==> config.mk <==
export PLATFORM = sky130hd
export DESIGN_NAME = free_list
export DESIGN_NICKNAME = d
export VERILOG_FILES = /design/src/rtl/free_list_pkg.sv /design/src/rtl/free_list.sv
export SDC_FILE = /design/constraint.sdc
export NUM_CORES = 1
export LEC_CHECK = 0
export ABC_CLOCK_PERIOD_IN_PS = 11600
export CAP_MARGIN = 20
export CORE_AREA = 2 2 221 223
export DETAILED_ROUTE_END_ITERATION = 10
export DIE_AREA = 0 0 223 225
export HOLD_SLACK_MARGIN = 0.06
export PLACE_DENSITY = 0.48
export SETUP_SLACK_MARGIN = 0.5
export SLEW_MARGIN = 20
export SYNTH_ARGS = -nofsm -noshare
export SYNTH_HDL_FRONTEND = slang
export SYNTH_SLANG_ARGS = --single-unit
==> constraint.sdc <==
create_clock -name clk -period 11.6 [get_ports clk]
set_input_delay 2.32 -clock clk [delete_from_list [all_inputs] [get_ports clk]]
set_output_delay 2.32 -clock clk [all_outputs]
set_load 0.01 [all_outputs]
==> src/rtl/free_list_pkg.sv <==
// Shared rename-stage types: register-file sizing and the physical register tag.
// Used by free_list, rename and rob.
package free_list_pkg;

  localparam int unsigned NUM_PREGS = 64;
  localparam int unsigned NUM_AREGS = 32;
  localparam int unsigned PREG_W    = 6;

  typedef logic [PREG_W-1:0] preg_t;

endpackage

==> src/rtl/free_list.sv <==
// Physical register free list: circular FIFO of NUM_PREGS-NUM_AREGS tags.
// Two allocation slots pop at head with zero-cycle latency (all-or-nothing);
// two retire slots push at tail, visible to allocation from the next cycle.
//
// Ports:
//   clk, rst                      clock, asynchronous active-high reset
//   alloc_req_1/2                 rename slot needs a destination register
//   alloc_pd_1/2, alloc_valid_1/2 granted register tag and grant strobe (comb)
//   stall                         requested allocation cannot be satisfied (comb)
//   reg_free_1/2, free_valid_1/2  registers released by ROB retire (p0 ignored)
//   err_double_free               sticky free-list misuse flag (FREE_LIST_CHECK_EN only)
//   count                         number of free entries held
//
// Build option: define FREE_LIST_CHECK_EN to add the free-vector checker.
module free_list
  import free_list_pkg::*;
#(
  parameter int unsigned NUM_PREGS = free_list_pkg::NUM_PREGS,
  parameter int unsigned NUM_AREGS = free_list_pkg::NUM_AREGS
) (
  input  logic       clk,
  input  logic       rst,
  input  logic       alloc_req_1,
  input  logic       alloc_req_2,
  output logic [5:0] alloc_pd_1,
  output logic [5:0] alloc_pd_2,
  output logic       alloc_valid_1,
  output logic       alloc_valid_2,
  output logic       stall,
  input  logic [5:0] reg_free_1,
  input  logic       free_valid_1,
  input  logic [5:0] reg_free_2,
  input  logic       free_valid_2,
`ifdef FREE_LIST_CHECK_EN
  output logic       err_double_free,
`endif
  output logic [5:0] count
);

  localparam int unsigned DEPTH   = NUM_PREGS - NUM_AREGS;
  localparam int unsigned PTR_W   = (DEPTH > 1) ? $clog2(DEPTH) : 1;
  localparam logic [6:0]  DEPTH_C = 7'(DEPTH);

  typedef logic [PTR_W-1:0] ptr_t;

  // Pointer increment modulo DEPTH (DEPTH need not be a power of two).
  function automatic ptr_t ptr_inc(input ptr_t p);
    return (p == ptr_t'(DEPTH - 1)) ? '0 : p + ptr_t'(1);
  endfunction

  preg_t      entries [DEPTH];
  ptr_t       head;
  ptr_t       tail;
  ptr_t       head_p1;
  ptr_t       tail_p1;
  ptr_t       head_nxt;
  ptr_t       tail_nxt;
  logic [1:0] req_pops;
  logic [1:0] pops;
  logic       push_1;
  logic       push_2;
  logic       acc_1;
  logic       acc_2;
  logic [6:0] cnt_after_pop;
  logic [6:0] cnt_after_1;
  logic [6:0] cnt_nxt;

  // Allocation side: grants come straight from registered head/count.
  always_comb begin
    head_p1       = ptr_inc(head);
    req_pops      = {1'b0, alloc_req_1} + {1'b0, alloc_req_2};
    stall         = {5'b0, req_pops} > {1'b0, count};
    alloc_valid_1 = alloc_req_1 & ~stall;
    alloc_valid_2 = alloc_req_2 & ~stall;
    alloc_pd_1    = entries[head];
    // A lone slot-2 request takes the head entry.
    alloc_pd_2    = (alloc_req_2 && !alloc_req_1) ? entries[head] : entries[head_p1];
    pops          = stall ? 2'd0 : req_pops;
  end

  // Free side: slot 1 pushes before slot 2; pushes beyond DEPTH are dropped.
  always_comb begin
    tail_p1       = ptr_inc(tail);
    push_1        = free_valid_1 && (reg_free_1 != '0);
    push_2        = free_valid_2 && (reg_free_2 != '0);
    cnt_after_pop = {1'b0, count} - {5'b0, pops};
    acc_1         = push_1 && (cnt_after_pop < DEPTH_C);
    cnt_after_1   = cnt_after_pop + {6'b0, acc_1};
    acc_2         = push_2 && (cnt_after_1 < DEPTH_C);
    cnt_nxt       = cnt_after_1 + {6'b0, acc_2};
  end

  // Next pointers advance by the number of accepted pops/pushes.
  always_comb begin
    head_nxt = head;
    tail_nxt = tail;
    case (pops)
      2'd1:    head_nxt = head_p1;
      2'd2:    head_nxt = ptr_inc(head_p1);
      default: head_nxt = head;
    endcase
    case ({acc_1, acc_2})
      2'b10,
      2'b01:   tail_nxt = tail_p1;
      2'b11:   tail_nxt = ptr_inc(tail_p1);
      default: tail_nxt = tail;
    endcase
  end

  // FIFO state; reset reloads the list with every non-architectural register.
  always_ff @(posedge clk or posedge rst) begin
    if (rst) begin
      head  <= '0;
      tail  <= '0;
      count <= 6'(DEPTH);
      for (int i = 0; i < int'(DEPTH); i++) begin
        entries[i] <= preg_t'(NUM_AREGS + 32'(i));
      end
    end else begin
      head  <= head_nxt;
      tail  <= tail_nxt;
      count <= 6'(cnt_nxt);
      if (acc_1) begin
        entries[tail] <= reg_free_1;
      end
      if (acc_2) begin
        entries[acc_1 ? tail_p1 : tail] <= reg_free_2;
      end
    end
  end

`ifdef FREE_LIST_CHECK_EN
  // Free-vector shadow of list membership, used only to flag misuse.
  logic [NUM_PREGS-1:0] free_vec;
  logic [NUM_PREGS-1:0] free_vec_nxt;
  logic                 misuse;

  always_comb begin
    free_vec_nxt = free_vec;
    if (alloc_valid_1) free_vec_nxt[alloc_pd_1] = 1'b0;
    if (alloc_valid_2) free_vec_nxt[alloc_pd_2] = 1'b0;
    if (acc_1)         free_vec_nxt[reg_free_1] = 1'b1;
    if (acc_2)         free_vec_nxt[reg_free_2] = 1'b1;
    misuse = (push_1 && free_vec[reg_free_1])
           || (push_2 && free_vec[reg_free_2])
           || (push_1 && push_2 && (reg_free_1 == reg_free_2))
           || (push_1 && !acc_1)
           || (push_2 && !acc_2);
  end

  always_ff @(posedge clk or posedge rst) begin
    if (rst) begin
      err_double_free <= 1'b0;
      for (int i = 0; i < int'(NUM_PREGS); i++) begin
        free_vec[i] <= (32'(i) >= NUM_AREGS);
      end
    end else begin
      err_double_free <= err_double_free | misuse;
      free_vec        <= free_vec_nxt;
    end
  end
`endif

endmodule

After elaboration in Yosys (flattened, before gate mapping) --
Cells that the tools add are included.
Word-level totals: flip-flop bits (word level) 208, input bits 18, word-level logic and storage cells 104
Operators by class: add/subtract/negate cells 8, magnitude comparators 9, eq/ne operators 9, mux-type cells 23, bitwise gates (word level) 7, reduce and logical (&&, ||, !) cells 13
Operators by type and width (number):
- $bwmux W192 | 2
- $mux W192 | 2
- $bmux W6 S5 | 2
- $demux W6 S5 | 2
- $mux W6 | 7
- $mux W5 | 5
- $ge A6 B6 Y1 const B | 4
- $not A5 Y6 | 4
- $add A5 B1 Y5 const B | 4
- $eq A5 B5 Y1 const B | 4
- $pmux W5 S2 | 2
- $lt A7 B6 Y1 const B | 2
- $lt A6 B1 Y1 const B | 2
- $reduce_bool A6 Y1 | 2
- $add A7 B1 Y7 | 1
- $logic_and A1 B1 Y1 | 7
- $sub A6 B2 Y7 | 1
- $add A6 B1 Y6 | 1
- $eq A2 B2 Y1 const B | 3
- $gt A2 B6 Y1 | 1
- $eq A2 B1 Y1 const B | 2
- $reduce_bool A2 Y1 | 2
- $add A1 B1 Y2 | 1
- $and A1 B1 Y1 | 2
- other kinds (4) | 4

Depth between registers and ports, before layout --
depth after elaboration 14, mapped depth 32, depth with buffers taken out 28

Worst setup path after synthesis --
OpenSTA, ideal clock, no wires.
path kind input port to flip-flop, from input port alloc_req_1, to register count[4], library setup time 0.079 ns, data arrival time 7.315 ns, required time 11.521 ns, path slack 4.205 ns, stages on the path 31, path buffers 4, cell sequence ha_1 > ha_1 > nor2b_1 > o211ai_1 > nand2b_1 > inv_1 > ha_1 > inv_1 > fa_1 > buf_2 > nor4_4 > a311o_1 > and2_4 > or2_1 > buf_6 > inv_8 > buf_8 > buf_4 > ha_1 > ha_1 > inv_1 > a21oi_1 > mux2i_1 > nand4bb_1 > nand2_1 > ha_1 > ha_1 > o21ai_0 > a21oi_1 > a41oi_1 > xor2_1
Between the ends: longest elaborated chain between the ends 10
Ends and longest elaborated chain:
- start, declared | line free_list.sv:23 | input logic alloc_req_1,
- $add A1 B1 Y2 * | line free_list.sv:71 | req_pops = {1'b0, alloc_req_1} + {1'b0, alloc_req_2};
- $gt A2 B6 Y1 | line free_list.sv:72 | stall = {5'b0, req_pops} > {1'b0, count};
- $mux W2 * | line free_list.sv:78 | pops = stall ? 2'd0 : req_pops;
- $sub A6 B2 Y7 * | line free_list.sv:86 | cnt_after_pop = {1'b0, count} - {5'b0, pops};
- $lt A7 B6 Y1 | line free_list.sv:87 | acc_1 = push_1 && (cnt_after_pop < DEPTH_C);
- $logic_and A1 B1 Y1 | line free_list.sv:87
- $add A7 B1 Y7 * | line free_list.sv:88 | cnt_after_1 = cnt_after_pop + {6'b0, acc_1};
- $lt A7 B6 Y1 | line free_list.sv:89 | acc_2 = push_2 && (cnt_after_1 < DEPTH_C);
- $logic_and A1 B1 Y1 | line free_list.sv:89
- $add A6 B1 Y6 * | line free_list.sv:90 | cnt_nxt = cnt_after_1 + {6'b0, acc_2};
- named net cnt_nxt[4] | line free_list.sv:66 | logic [6:0] cnt_nxt;
- end signal, assigned | line free_list.sv:115 | count <= 6'(DEPTH);
- end signal, assigned | line free_list.sv:122 | count <= 6'(cnt_nxt);
- end, declared | line free_list.sv:37 | output logic [5:0] count
The timed path passes the listed nets; every way through them passes the cells marked *. A chain may end at the register's enable or synchronous reset.

Final worst setup path --
from input port alloc_req_1, to register entries[154] (netlist name)
Between the ends: longest elaborated chain between the ends 14, elaborated cells on any way between the ends 19, classes of those cells add/sub: 3; order compare: 5; mux: 7; bitwise: 1; reduce/logical: 3
Ends and longest elaborated chain:
- $add A1 B1 Y2 * | line free_list.sv:71
- $gt A2 B6 Y1 | line free_list.sv:72
- $mux W2 * | line free_list.sv:78
- $sub A6 B2 Y7 * | line free_list.sv:86
- parallel branches: the longest is 9 deep, another holds $lt A7 B6 Y1
- $mux W192 * | line free_list.sv:126 | if (acc_2) begin
- end signal, assigned by index | line free_list.sv:117 | entries[i] <= preg_t'(NUM_AREGS + 32'(i));
- end signal, assigned by index | line free_list.sv:124 | entries[tail] <= reg_free_1;
- end signal, assigned by index | line free_list.sv:127 | entries[acc_1 ? tail_p1 : tail] <= reg_free_2;
- end, declared | line free_list.sv:51 | preg_t entries [DEPTH];
Every way passes the cells marked *.

==> flow_metrics.tcl <==
set metrics [dict create \
    yosysTopAreaCellShare 0.2803 \
    cap_viol_max_count 0 \
    cts_inserted_buffers 26 \
    synth-async-reset-ratio 1.000 \
    vdd_ir_drop_max_mv 0.1569 \
    setup_ws_ns 3.290 \
    layout_worst_path_cycle_share 0.7164 \
    maximum_number_of_pins_on_one_net_before_global_route_repair 118 \
    ctsRootBufferMaster "sky130_fd_sc_hd__clkbuf_16" \
    status "completed" \
    initialDrtViolationCount 744 \
    cts_resized 0 \
    worst-endpoint-arrival_ns 8.75 \
    cellInternalPower_w 0.003157 \
    ys_warn_count 0 \
    power.share.switching 0.4013 \
    synth_flop_cell "sky130_fd_sc_hd__dfstp_2" \
    fill_cells 4589 \
    cp.required_ns 12.04 \
    antenna_cells 0 \
    power_leakage_nw 6.586 \
    synth_fp_nets 1230 \
    post_cts_buffers 0 \
    timing.setup.tns_ns 0 \
    setup.worst_path.start_class "input pin" \
    yosys.area.top_type "sky130_fd_sc_hd__mux2_2" \
    pwr-share-clk 0.164 \
    worst_skew_pair.late_latency_ns 0.56 \
    globalRouteOverflowTotal 0 \
    first_global_vias 10340 \
    crit_type "in2reg" \
    post-route-cell-area_um2 16930 \
    final-instance-count-excl-fill 1810 \
    detail_route.drc_violations 0 \
    power_per_cell_area_nw_per_um2 311.4 \
    route.antenna.remaining_nets 0 \
    max-slew-margin-rel 0.2547 \
    htree_num_levels 1 \
    drtPass1Iterations 5 \
    first_pass_grt_wire_length_um 74620 \
    drive_above_1_share 0.6067 \
    initial_core_util 0.3185 \
    path_buf_inv 7 \
    p_seq_frac 0.289 \
    globalRouteTotalUtil 0.2023 \
    timing.critical_path.slowest_stage_cell "sky130_fd_sc_hd__a21oi_1" \
    average_wire_per_standard_cell_um 27.78 \
    worst_setup_path_end_kind "flop" \
    timing.clock.skew_ns 0.01396 \
    cts-root-to-sink-buffers 3 \
    synth-edff-count 0 \
    slew_violations 0 \
    syn_inst 1189 \
    pwr-share-comb 0.546 \
    core-area_um2 47550 \
    num_io_pins 39 \
    syn-mean-instance-area_um2 12.74 \
    fin_crit_ns 8.310 \
    die_width_um 223 \
    dr_total_vias 10350 \
    dp_hpwl_um 32760 \
    place_congestion 0.8459 \
    finish.net_count 1216 \
    setup-violations-final 0 \
    timing.critical_path.mode_cell "sky130_fd_sc_hd__ha_1" \
    ys_seq_elements 208 \
    rows 80 \
    report.final.hold_viol_count 0 \
    ys_top_cells_by_area "sky130_fd_sc_hd__mux2_2, sky130_fd_sc_hd__dfstp_2, sky130_fd_sc_hd__mux4_2, sky130_fd_sc_hd__dfrtp_1, sky130_fd_sc_hd__nand2_1" \
    area_growth_pct 11.82 \
    route.final.wire_length_um 50290 \
    worstMarginPinSlew_ns 1.109 \
    dp_worst_setup_slack_ns 2.772 \
    number_of_antenna_violations_at_the_first_check_in_global_routing 2 \
    tritoncts "done" \
    tritoncts_num_sinks 208 \
    instance_area_at_placement_um2 16030 \
    cpPeakStageDelay_ns 0.67 \
    floorplan.die.height_um 225 \
    max_clock_freq_mhz 120.3 \
    placedCellCount 1762 \
    cell_variety_after_synth 67 \
    mappedNetlistArea_um2 15140 \
    synth_seq_area_share 0.3531 \
    number_of_buffers_inserted_by_hold_repair_at_cts 0 \
    hold_path_class "reg2reg" \
    fp.dieArea_um2 50180 \
    path_delay_family "adder cells" \
    worst-path-max-fanout 54 \
    clkSlewWorstSetupHoldPaths_ns 0.06 \
    rsz_0062_raised_after_global_routing "false" \
    p_sw_w 0.002116 \
    number_of_buffers_inserted_by_port_buffering 38 \
    post_drt_via_cell_ratio 5.719 \
]
[cell usage after synthesis (11+ instances only)]
library cell,count
sky130_fd_sc_hd__dfrtp_1,95
sky130_fd_sc_hd__buf_1,14
sky130_fd_sc_hd__ha_1,22
sky130_fd_sc_hd__nand3_1,37
sky130_fd_sc_hd__dfstp_2,113
sky130_fd_sc_hd__nand3_2,28
sky130_fd_sc_hd__nand2_1,88
sky130_fd_sc_hd__a21oi_1,13
sky130_fd_sc_hd__xnor2_1,11
sky130_fd_sc_hd__mux2_2,377
sky130_fd_sc_hd__o21ai_0,20
sky130_fd_sc_hd__nor2_1,21
sky130_fd_sc_hd__clkbuf_1,70
sky130_fd_sc_hd__inv_1,16
sky130_fd_sc_hd__mux4_2,108
[cell usage in the layout (no fill, tap or decap), drive strengths merged, types with 8 or more instances in the layout]
master	count
ha	22
and3	9
nand2	88
nand3	65
nand4	10
mux2	393
mux4	108
inv	17
mux2i	9
nor2	26
a21oi	14
and2	8
nor3	13
clkbuf	37
buf	20
dfrtp	95
dfstp	113
xnor2	11
o21ai	22
clkdlybuf4s50	38
[final timing paths]
kind	slack, ns	to	depth (start not counted)	startpoint
max	3.29	entries[154]	26	alloc_req_1
min	0.65	entries[115]	2	entries[115]
max reg2reg	5.37	entries[154]	22	count[2]
min reg2reg	0.65	entries[115]	2	entries[115]
max in group asynchronous	8.02	head[0]	3	rst
min in group asynchronous	2.35	entries[61]	2	rst
[stage by stage]
step / utilization / total power, W / hold WS (ns)
2_1_floorplan: - / 0.003463 / 0.5934
3_3_place_gp: 0.3372 / 0.004370 / 0.6016
3_5_place_dp: 0.3372 / 0.004394 / 0.6331
4_1_cts: 0.3562 / 0.005295 / 0.6510
5_1_grt: 0.3562 / 0.005564 / 0.6709
6_report: 0.3562 / 0.005273 / 0.6495
[worst reg2reg max path: stages (launching register included)]
cell,delay (ns)
sky130_fd_sc_hd__dfrtp_1,0.54
sky130_fd_sc_hd__nor3_2,0.37
sky130_fd_sc_hd__o211ai_1,0.22
sky130_fd_sc_hd__nand2b_1,0.15
sky130_fd_sc_hd__inv_1,0.05
sky130_fd_sc_hd__ha_1,0.20
sky130_fd_sc_hd__inv_1,0.08
sky130_fd_sc_hd__fa_1,0.37
sky130_fd_sc_hd__nor4_4,0.08
sky130_fd_sc_hd__a311o_1,0.33
sky130_fd_sc_hd__and2_4,0.15
sky130_fd_sc_hd__or2_1,0.39
sky130_fd_sc_hd__inv_8,0.40
sky130_fd_sc_hd__ha_1,0.27
sky130_fd_sc_hd__ha_1,0.23
sky130_fd_sc_hd__inv_1,0.13
sky130_fd_sc_hd__a21oi_1,0.14
sky130_fd_sc_hd__mux2i_1,0.09
sky130_fd_sc_hd__nand4bb_1,0.30
sky130_fd_sc_hd__a21oi_1,0.67
sky130_fd_sc_hd__buf_4,0.31
sky130_fd_sc_hd__nand2_1,0.28
sky130_fd_sc_hd__mux2_2,0.36
[kinds of logic (layout without fill, tap and decap cells)]
group	count (synthesis)	count (layout)	share of synthesized area
xor gates and xnor gates	17	17	0.009832
and+or+nand+nor	250	250	0.09460
adders and majority gates	23	23	0.01950
DFF	208	208	0.3531
AOI/OAI and AO/OA	64	64	0.02735
buffers and inverters	117	123	0.03346
muxes	510	510	0.4622
[power by group through the flow]
stage / Combinational (W) / Clock (W) / Sequential (W)
2_1_floorplan: 0.00212 / 0 / 0.00134
3_3_place_gp: 0.00285 / 0 / 0.00152
3_5_place_dp: 0.00287 / 0 / 0.00152
4_1_cts: 0.00289 / 0.000891 / 0.00152
5_1_grt: 0.00307 / 0.000917 / 0.00158
6_report: 0.00288 / 0.000867 / 0.00153
[cell type report]
class                   count  area, um2  share of cell area
repair buffers             58      530.5             0.03133
clock inverters            11      137.6            0.008128
clock buffers              37      763.2             0.04507
flip-flops and latches    208       5351              0.3160
well taps                 615      769.5             0.04544
multi-input cells         864       9303              0.5494
inverters                  17      78.83            0.004655
[per-layer routing]
metal  wire, um  track usage  part of all wire  vias up
li1           -            -                 -     4475
met1      23240       0.2855              0.46     5495
met2      23080       0.3194              0.46      318
met3       2793      0.03729             0.056       64
met4       1173      0.05283             0.023        0
met5          0            0                 0        -
[state kept, by name (all words and copies together) (netlist names)]
signal	count
count	6
entries	192
tail	5
head	5
No activity file was read; power rests on OpenSTA's default activity.
